File: config.mk
export PLATFORM = sky130hd
export DESIGN_NAME = lcd_scan
export DESIGN_NICKNAME = d
export VERILOG_FILES = /design/src/rtl/lcd_pkg.sv /design/src/rtl/lcd_timing_gen.sv /design/src/rtl/lcd_scan.sv
export SDC_FILE = /design/constraint.sdc
export NUM_CORES = 1
export LEC_CHECK = 0
export CELL_PAD_IN_SITES_DETAIL_PLACEMENT = 1
export CELL_PAD_IN_SITES_GLOBAL_PLACEMENT = 1
export CORE_ASPECT_RATIO = 1.1
export CORE_MARGIN = 3
export CORE_UTILIZATION = 35
export DETAILED_ROUTE_END_ITERATION = 6
export PLACE_DENSITY_LB_ADDON = 0.1
export SYNTH_ARGS = -nofsm -noshare
export SYNTH_HDL_FRONTEND = slang
export SYNTH_SLANG_ARGS = --single-unit
File: constraint.sdc
create_clock -name clk -period 1.7 [get_ports clk]
set_input_delay 0.34 -clock clk [delete_from_list [all_inputs] [get_ports clk]]
set_output_delay 0.34 -clock clk [all_outputs]
set_load 0.01 [all_outputs]
File: src/rtl/lcd_pkg.sv
// Shared types, colour-bar table and raster-span helpers for the LCD scan path.
package lcd_pkg;

  localparam int DAT_WIDTH = 24;
  typedef logic [DAT_WIDTH-1:0] pixel_t;

  localparam pixel_t BAR_COLORS [8] = '{
    24'hFFFFFF, 24'hFFFF00, 24'h00FFFF, 24'h00FF00,
    24'hFF00FF, 24'hFF0000, 24'h0000FF, 24'h000000
  };

  // Line/frame length in pixels or lines (H_TOTAL / V_TOTAL).
  function automatic int span_total(input int active, input int fp, input int sync, input int bp);
    return active + fp + sync + bp;
  endfunction

  // Sync region is [active+fp, active+fp+sync), compared at 32 bits so the
  // upper bound may equal the counter's full range.
  function automatic logic in_sync(input int unsigned cnt, input int unsigned active,
                                   input int unsigned fp, input int unsigned sync);
    return (cnt >= active + fp) && (cnt < active + fp + sync);
  endfunction

endpackage

File: src/rtl/lcd_timing_gen.sv
// Pixel divider, h/v raster counters and region decode for lcd_scan.
// With LCD_SCAN_TEST_PATTERN_EN the horizontal count is exported for the bar generator.
module lcd_timing_gen
  import lcd_pkg::*;
#(
  parameter int H_ACTIVE = 32,
  parameter int H_FP     = 2,
  parameter int H_SYNC   = 4,
  parameter int H_BP     = 2,
  parameter int V_ACTIVE = 32,
  parameter int V_FP     = 1,
  parameter int V_SYNC   = 2,
  parameter int V_BP     = 1,
  parameter int CLK_DIV  = 4,
  localparam int H_TOTAL = span_total(H_ACTIVE, H_FP, H_SYNC, H_BP),
  localparam int V_TOTAL = span_total(V_ACTIVE, V_FP, V_SYNC, V_BP),
  localparam int HW      = $clog2(H_TOTAL),
  localparam int VW      = $clog2(V_TOTAL),
  localparam int DW      = $clog2(CLK_DIV)
) (
  input  logic          clk,
  input  logic          reset,
  input  logic          enable_i,
  output logic          tick_o,
  output logic          active_o,
  output logic          hs_o,
  output logic          vs_o,
  output logic          frame_start_o,
  output logic          frame_end_o,
`ifdef LCD_SCAN_TEST_PATTERN_EN
  output logic [HW-1:0] h_cnt_o,
`endif
  output logic          pclk_o
);

  localparam logic [DW-1:0] DIV_LAST = DW'(CLK_DIV - 1);
  localparam logic [DW-1:0] DIV_HALF = DW'(CLK_DIV / 2);
  localparam logic [HW-1:0] H_LAST   = HW'(H_TOTAL - 1);
  localparam logic [VW-1:0] V_LAST   = VW'(V_TOTAL - 1);

  logic          run_q, run_d;
  logic [DW-1:0] div_q, div_d;
  logic [HW-1:0] h_cnt_q, h_cnt_d;
  logic [VW-1:0] v_cnt_q, v_cnt_d;
  logic          pclk_q, pclk_d;
  logic          tick;

  // run_q delays the start by one clock so a fresh frame begins the clock
  // after enable is first seen; dropping enable clears everything at once.
  always_comb begin
    run_d   = enable_i;
    div_d   = '0;
    h_cnt_d = '0;
    v_cnt_d = '0;
    tick    = run_q && enable_i && (div_q == '0);
    if (run_q && enable_i) begin
      div_d   = (div_q == DIV_LAST) ? '0 : div_q + 1'b1;
      h_cnt_d = h_cnt_q;
      v_cnt_d = v_cnt_q;
      if (tick) begin
        if (h_cnt_q == H_LAST) begin
          h_cnt_d = '0;
          v_cnt_d = (v_cnt_q == V_LAST) ? '0 : v_cnt_q + 1'b1;
        end else begin
          h_cnt_d = h_cnt_q + 1'b1;
        end
      end
    end
    pclk_d = run_d && !((div_d != '0) && (div_d <= DIV_HALF));
  end

  always_ff @(posedge clk) begin
    if (reset) begin
      run_q   <= 1'b0;
      div_q   <= '0;
      h_cnt_q <= '0;
      v_cnt_q <= '0;
      pclk_q  <= 1'b0;
    end else begin
      run_q   <= run_d;
      div_q   <= div_d;
      h_cnt_q <= h_cnt_d;
      v_cnt_q <= v_cnt_d;
      pclk_q  <= pclk_d;
    end
  end

  assign tick_o        = tick;
  assign active_o      = (h_cnt_q < HW'(H_ACTIVE)) && (v_cnt_q < VW'(V_ACTIVE));
  assign hs_o          = in_sync(32'(h_cnt_q), H_ACTIVE, H_FP, H_SYNC);
  assign vs_o          = in_sync(32'(v_cnt_q), V_ACTIVE, V_FP, V_SYNC);
  assign frame_start_o = tick && (h_cnt_q == '0) && (v_cnt_q == '0);
  assign frame_end_o   = tick && (h_cnt_q == H_LAST) && (v_cnt_q == V_LAST);
  assign pclk_o        = pclk_q;
`ifdef LCD_SCAN_TEST_PATTERN_EN
  assign h_cnt_o       = h_cnt_q;
`endif

endmodule

File: src/rtl/lcd_scan.sv
// Framebuffer reader + LCD raster output: address counter, port-B read strobe, 2-stage pixel pipeline.
// Optional colour-bar generator enabled by LCD_SCAN_TEST_PATTERN_EN (adds input test_pattern).
module lcd_scan
  import lcd_pkg::*;
#(
  parameter int adr_width = 10,
  parameter int dat_width = 24,
  parameter int H_ACTIVE  = 32,
  parameter int H_FP      = 2,
  parameter int H_SYNC    = 4,
  parameter int H_BP      = 2,
  parameter int V_ACTIVE  = 32,
  parameter int V_FP      = 1,
  parameter int V_SYNC    = 2,
  parameter int V_BP      = 1,
  parameter int CLK_DIV   = 4
) (
  input  logic                 clk,
  input  logic                 reset,
  input  logic                 enable,
`ifdef LCD_SCAN_TEST_PATTERN_EN
  input  logic                 test_pattern,
`endif
  output logic                 en_b,
  output logic [adr_width-1:0] adr_b,
  input  logic [dat_width-1:0] dat_b,
  output logic                 lcd_pclk,
  output logic                 lcd_hsync_n,
  output logic                 lcd_vsync_n,
  output logic                 lcd_de,
  output logic [dat_width-1:0] lcd_rgb,
  output logic                 frame_start
);

  logic tick, active, hs, vs, frame_end;

`ifdef LCD_SCAN_TEST_PATTERN_EN
  localparam int HW = $clog2(span_total(H_ACTIVE, H_FP, H_SYNC, H_BP));
  logic [HW-1:0] h_cnt;
`endif

  lcd_timing_gen #(
    .H_ACTIVE (H_ACTIVE),
    .H_FP     (H_FP),
    .H_SYNC   (H_SYNC),
    .H_BP     (H_BP),
    .V_ACTIVE (V_ACTIVE),
    .V_FP     (V_FP),
    .V_SYNC   (V_SYNC),
    .V_BP     (V_BP),
    .CLK_DIV  (CLK_DIV)
  ) u_tg (
    .clk           (clk),
    .reset         (reset),
    .enable_i      (enable),
    .tick_o        (tick),
    .active_o      (active),
    .hs_o          (hs),
    .vs_o          (vs),
    .frame_start_o (frame_start),
    .frame_end_o   (frame_end),
`ifdef LCD_SCAN_TEST_PATTERN_EN
    .h_cnt_o       (h_cnt),
`endif
    .pclk_o        (lcd_pclk)
  );

  logic [adr_width-1:0] addr_q, addr_d;
  logic                 valid1_q, de1_q, hs1_q, vs1_q;
  logic [dat_width-1:0] pix_d;

  always_comb begin
    addr_d = addr_q;
    if (!enable || frame_end) begin
      addr_d = '0;
    end else if (tick && active) begin
      addr_d = addr_q + 1'b1;
    end
  end

`ifdef LCD_SCAN_TEST_PATTERN_EN
  // Bar index = h*8/H_ACTIVE as a thermometer of threshold compares.
  logic [6:0] bar_ge;
  logic [2:0] bar_idx;
  logic       pat1_q;
  logic [2:0] bar1_q;

  for (genvar gi = 1; gi < 8; gi++) begin : g_bar
    assign bar_ge[gi-1] = (32'(h_cnt) << 3) >= 32'(gi * H_ACTIVE);
  end
  assign bar_idx = 3'($countones(bar_ge));
  assign en_b    = tick && active && !test_pattern;

  always_ff @(posedge clk) begin
    if (reset || !enable) begin
      pat1_q <= 1'b0;
      bar1_q <= '0;
    end else begin
      pat1_q <= test_pattern;
      bar1_q <= bar_idx;
    end
  end
`else
  assign en_b = tick && active;
`endif

  assign adr_b = addr_q;

  always_comb begin
    pix_d = '0;
    if (de1_q) begin
      pix_d = dat_b;
`ifdef LCD_SCAN_TEST_PATTERN_EN
      if (pat1_q) pix_d = dat_width'(BAR_COLORS[bar1_q]);
`endif
    end
  end

  always_ff @(posedge clk) begin
    if (reset) begin
      addr_q <= '0;
    end else begin
      addr_q <= addr_d;
    end
  end

  // Stage 1 lines the decode up with dat_b; stage 2 loads only one clock
  // after a tick, so the panel sees each pixel held for a full CLK_DIV.
  always_ff @(posedge clk) begin
    if (reset || !enable) begin
      valid1_q    <= 1'b0;
      de1_q       <= 1'b0;
      hs1_q       <= 1'b0;
      vs1_q       <= 1'b0;
      lcd_de      <= 1'b0;
      lcd_rgb     <= '0;
      lcd_hsync_n <= 1'b1;
      lcd_vsync_n <= 1'b1;
    end else begin
      valid1_q <= tick;
      de1_q    <= active;
      hs1_q    <= hs;
      vs1_q    <= vs;
      if (valid1_q) begin
        lcd_de      <= de1_q;
        lcd_rgb     <= pix_d;
        lcd_hsync_n <= !hs1_q;
        lcd_vsync_n <= !vs1_q;
      end
    end
  end

endmodule

==> run metrics <==
Area growth syn-to-layout=54.0%; Avg Inst Size Synth=about 9.4 um^2; maximum vdd ir drop=around 0.45 mV; Yosys top cell by area=dfxtp_1; # nets final=383; n_diodes=0; die height=91.4 um; CTS tree=built; Final ANT Viol Nets=0; Synth top cells by count=dfxtp_1 (57), nor2_1 (49), a22oi_1 (24); pin count of the biggest net entering global routing=28; htree depth=3; Synth Cell Area=~2300 um^2; Final Max Slew Viols=0; Die ar.=~7600 um^2; max_slew headroom=0.697; total routed wirelength=6600 um; status=finished, violations left; final core utilization=0.567; via count=2144; drt pass-1 iters=6; hold_buf cts=0; Root Driver=clkbuf_8; detailed-placement wirelength estimate=4590 um; Via-to-Cell Ratio=4.95; Leak=1.34 nW; clock sinks=57; Hold Crit Depth=2; ys flop type=dfxtp_1; global-route wire length before repair=10900 um; Data arrival, critical path=about 1.4 ns; register area share after synthesis=0.491; vias in the first global route=2198; Syn Inst Count=approximately 250; XOR/XNOR Fraction of Synth Area=0.0641; width of the die=between 80 and 90 um; Slew @ Worst Pin=between 0.4 and 0.5 ns; Worst-Skew Late Latency=0.33 ns; Yosys top cell area share=0.491; core area=roughly 6300 um^2; Compound-Gate Fraction of Synth Area=0.113; largest family of logic cells by synthesized area=simple AND/OR/NAND/NOR gates; power density over the cells=770 nW/um^2; critical path fanouts, max=2; Min-Delay Path Class=flop to flop; drt wl/cell=between 15 and 20 um; # IOs=67; CP Capture Type=primary output; dominant cells by area after synthesis=dfxtp_1 (49%), nor2_1 (7.9%), a22oi_1 (7.8%), ha_1 (4.3%), xor2_1 (3.4%); final period demand of the worst path=1.74 ns; Port Buffer Count=66; syn nets=~280; gr usage total=0.177; skew final=0.00441 ns; mux cell area share after synthesis=0.00862; setup violators final=1; # DRC=0; CTS Buffer Depth=2; Synth warnings=0; 1st-iter DRT viols=46; GP Congestion=just under 0.8; Critical Path RT=1.36 ns; setup slack after layout=-0.0363 ns; Adder-Cell Fraction of Synth Area=0.0431; Site Rows=30; EDFF count, synth=0; share of cells above drive strength 1=0.224; failing checks=setup timing; simple-gate share of the synthesized area=0.240; Final Hold Fails=0; Seq cells post-synth=57; gr ovfl total=0; Unique masters post-synth=slightly above 40; Starting Density=0.368; RSZ-0062 raised after global routing=yes; initial antenna violation count=0; hold_ws=roughly 0.49 ns; final worst path period share=1.02; startpoint types=flop; asr flop ratio synth=0; crit path kind=flop to primary output; clock-pin slew on the worst setup and hold paths=0.06 ns; clock buffer count from CTS=9; Peak Freq=roughly 580 MHz; max-cap viol count=0; Worst R2R Path Depth=7; top-count cell post-synth=dfxtp_1
==> cell families after synthesis <==
logic type                 count (synthesis)
AOI/OAI and AO/OA                         37
buffers and inverters                     22
muxes                                      2
adders and majority gates                  8
DFF                                       57
xor gates and xnor gates                  17
and+or+nand+nor                          105
==> per-layer routing <==
| layer | vias to the layer above | wire length (um) | share of wire | GRT usage |
|---|---|---|---|---|
| li1 | 1061 | - | - | - |
| met1 | 1019 | 2950 | 0.45 | 0.218 |
| met2 | 53 | 3240 | 0.49 | 0.294 |
| met3 | 11 | 298 | 0.045 | 0.0417 |
| met4 | 0 | 110 | 0.017 | 0.0777 |
| met5 | - | 0 | 0 | 0 |
==> worst max-delay path: stages, from the launching register on <==
cell and delay, ns:
dfxtp_2 0.34, or2_4 0.27, nor2_4 0.11, nor4bb_4 0.18
buf_2 0.16
==> through the flow <==
stage	cells	TNS (ns)	setup WS, ns	total power [W]	instance area (um^2)
final	433	-0.0363	-0.0363	0.00275	3580
after floorplan	248	0	0.0422	0.00143	2340
after detailed placement	415	-3.60	-0.571	0.00154	3310
after global routing	433	-0.111	-0.107	0.00285	3580
after global placement	415	-3.22	-0.567	0.00153	3310
after CTS	431	-0.0690	-0.0690	0.00278	3550
==> flip-flops by register name (all words and copies together) (netlist names), 2 cells and up <==
signal	count
u_tg.v_cnt_q	6
u_tg.div_q	2
adr_b	10
lcd_rgb	24
u_tg.h_cnt_q	6
==> final cells by class <==
type | instances | area [um^2]
Fill cell | 725 | 2730
Multi-Input combinational cell | 169 | 1170
Sequential cell | 57 | 1150
Timing Repair Buffer | 101 | 928
Clock buffer | 13 | 149
Tap cell | 80 | 100
Clock inverter | 3 | 40.0
Inverter | 10 | 37.5
==> cells in the final DEF (no fill, tap or decap), types with 3 or more instances in the layout <==
master | netlist | final
nand2_1 | 11 | 11
clkdlybuf4s50_1 | 0 | 63
o21ai_0 | 3 | 3
dfxtp_2 | 0 | 7
ha_4 | 0 | 3
inv_1 | 8 | 3
clkbuf_8 | 0 | 10
buf_4 | 1 | 34
a21oi_1 | 6 | 6
dfxtp_1 | 57 | 50
clkbuf_1 | 3 | 3
nor2_1 | 49 | 47
xnor2_1 | 8 | 8
nand4_1 | 5 | 5
nor3_1 | 4 | 4
xor2_1 | 9 | 8
ha_1 | 8 | 5
inv_2 | 2 | 7
a22oi_1 | 24 | 24
and4_1 | 4 | 4
and3_1 | 4 | 4
nand3_1 | 10 | 9
==> path summary, 6_finish.rpt <==
check / from / end / slack (ns)
hold / removal: lcd_vsync_n / lcd_vsync_n / 0.49
setup reg to reg: u_tg.div_q[0] / u_tg.h_cnt_q[5] / 0.04
hold reg to reg: lcd_vsync_n / lcd_vsync_n / 0.49
setup / recovery: u_tg.h_cnt_q[5] / frame_start / -0.04
==> power by group <==
| part | total (W) | switching (W) | internal (W) |
|---|---|---|---|
| combinational | 0.000158 | 0.0000658 | 0.0000918 |
| clock | 0.00125 | 0.000533 | 0.000714 |
| sequential | 0.00135 | 0.00000496 | 0.00134 |
| total | 0.00275 | 0.000604 | 0.00215 |
==> what timing repair did <==
| action | CTS | global route |
|---|---|---|
| pin swaps | 4 | 4 |
| buffers inserted | 0 | 2 |
| endpoints found under the setup margin | 3 | 6 |
| resized for setup | 25 | 7 |
Note: power is estimated with default switching activity, not from simulation.
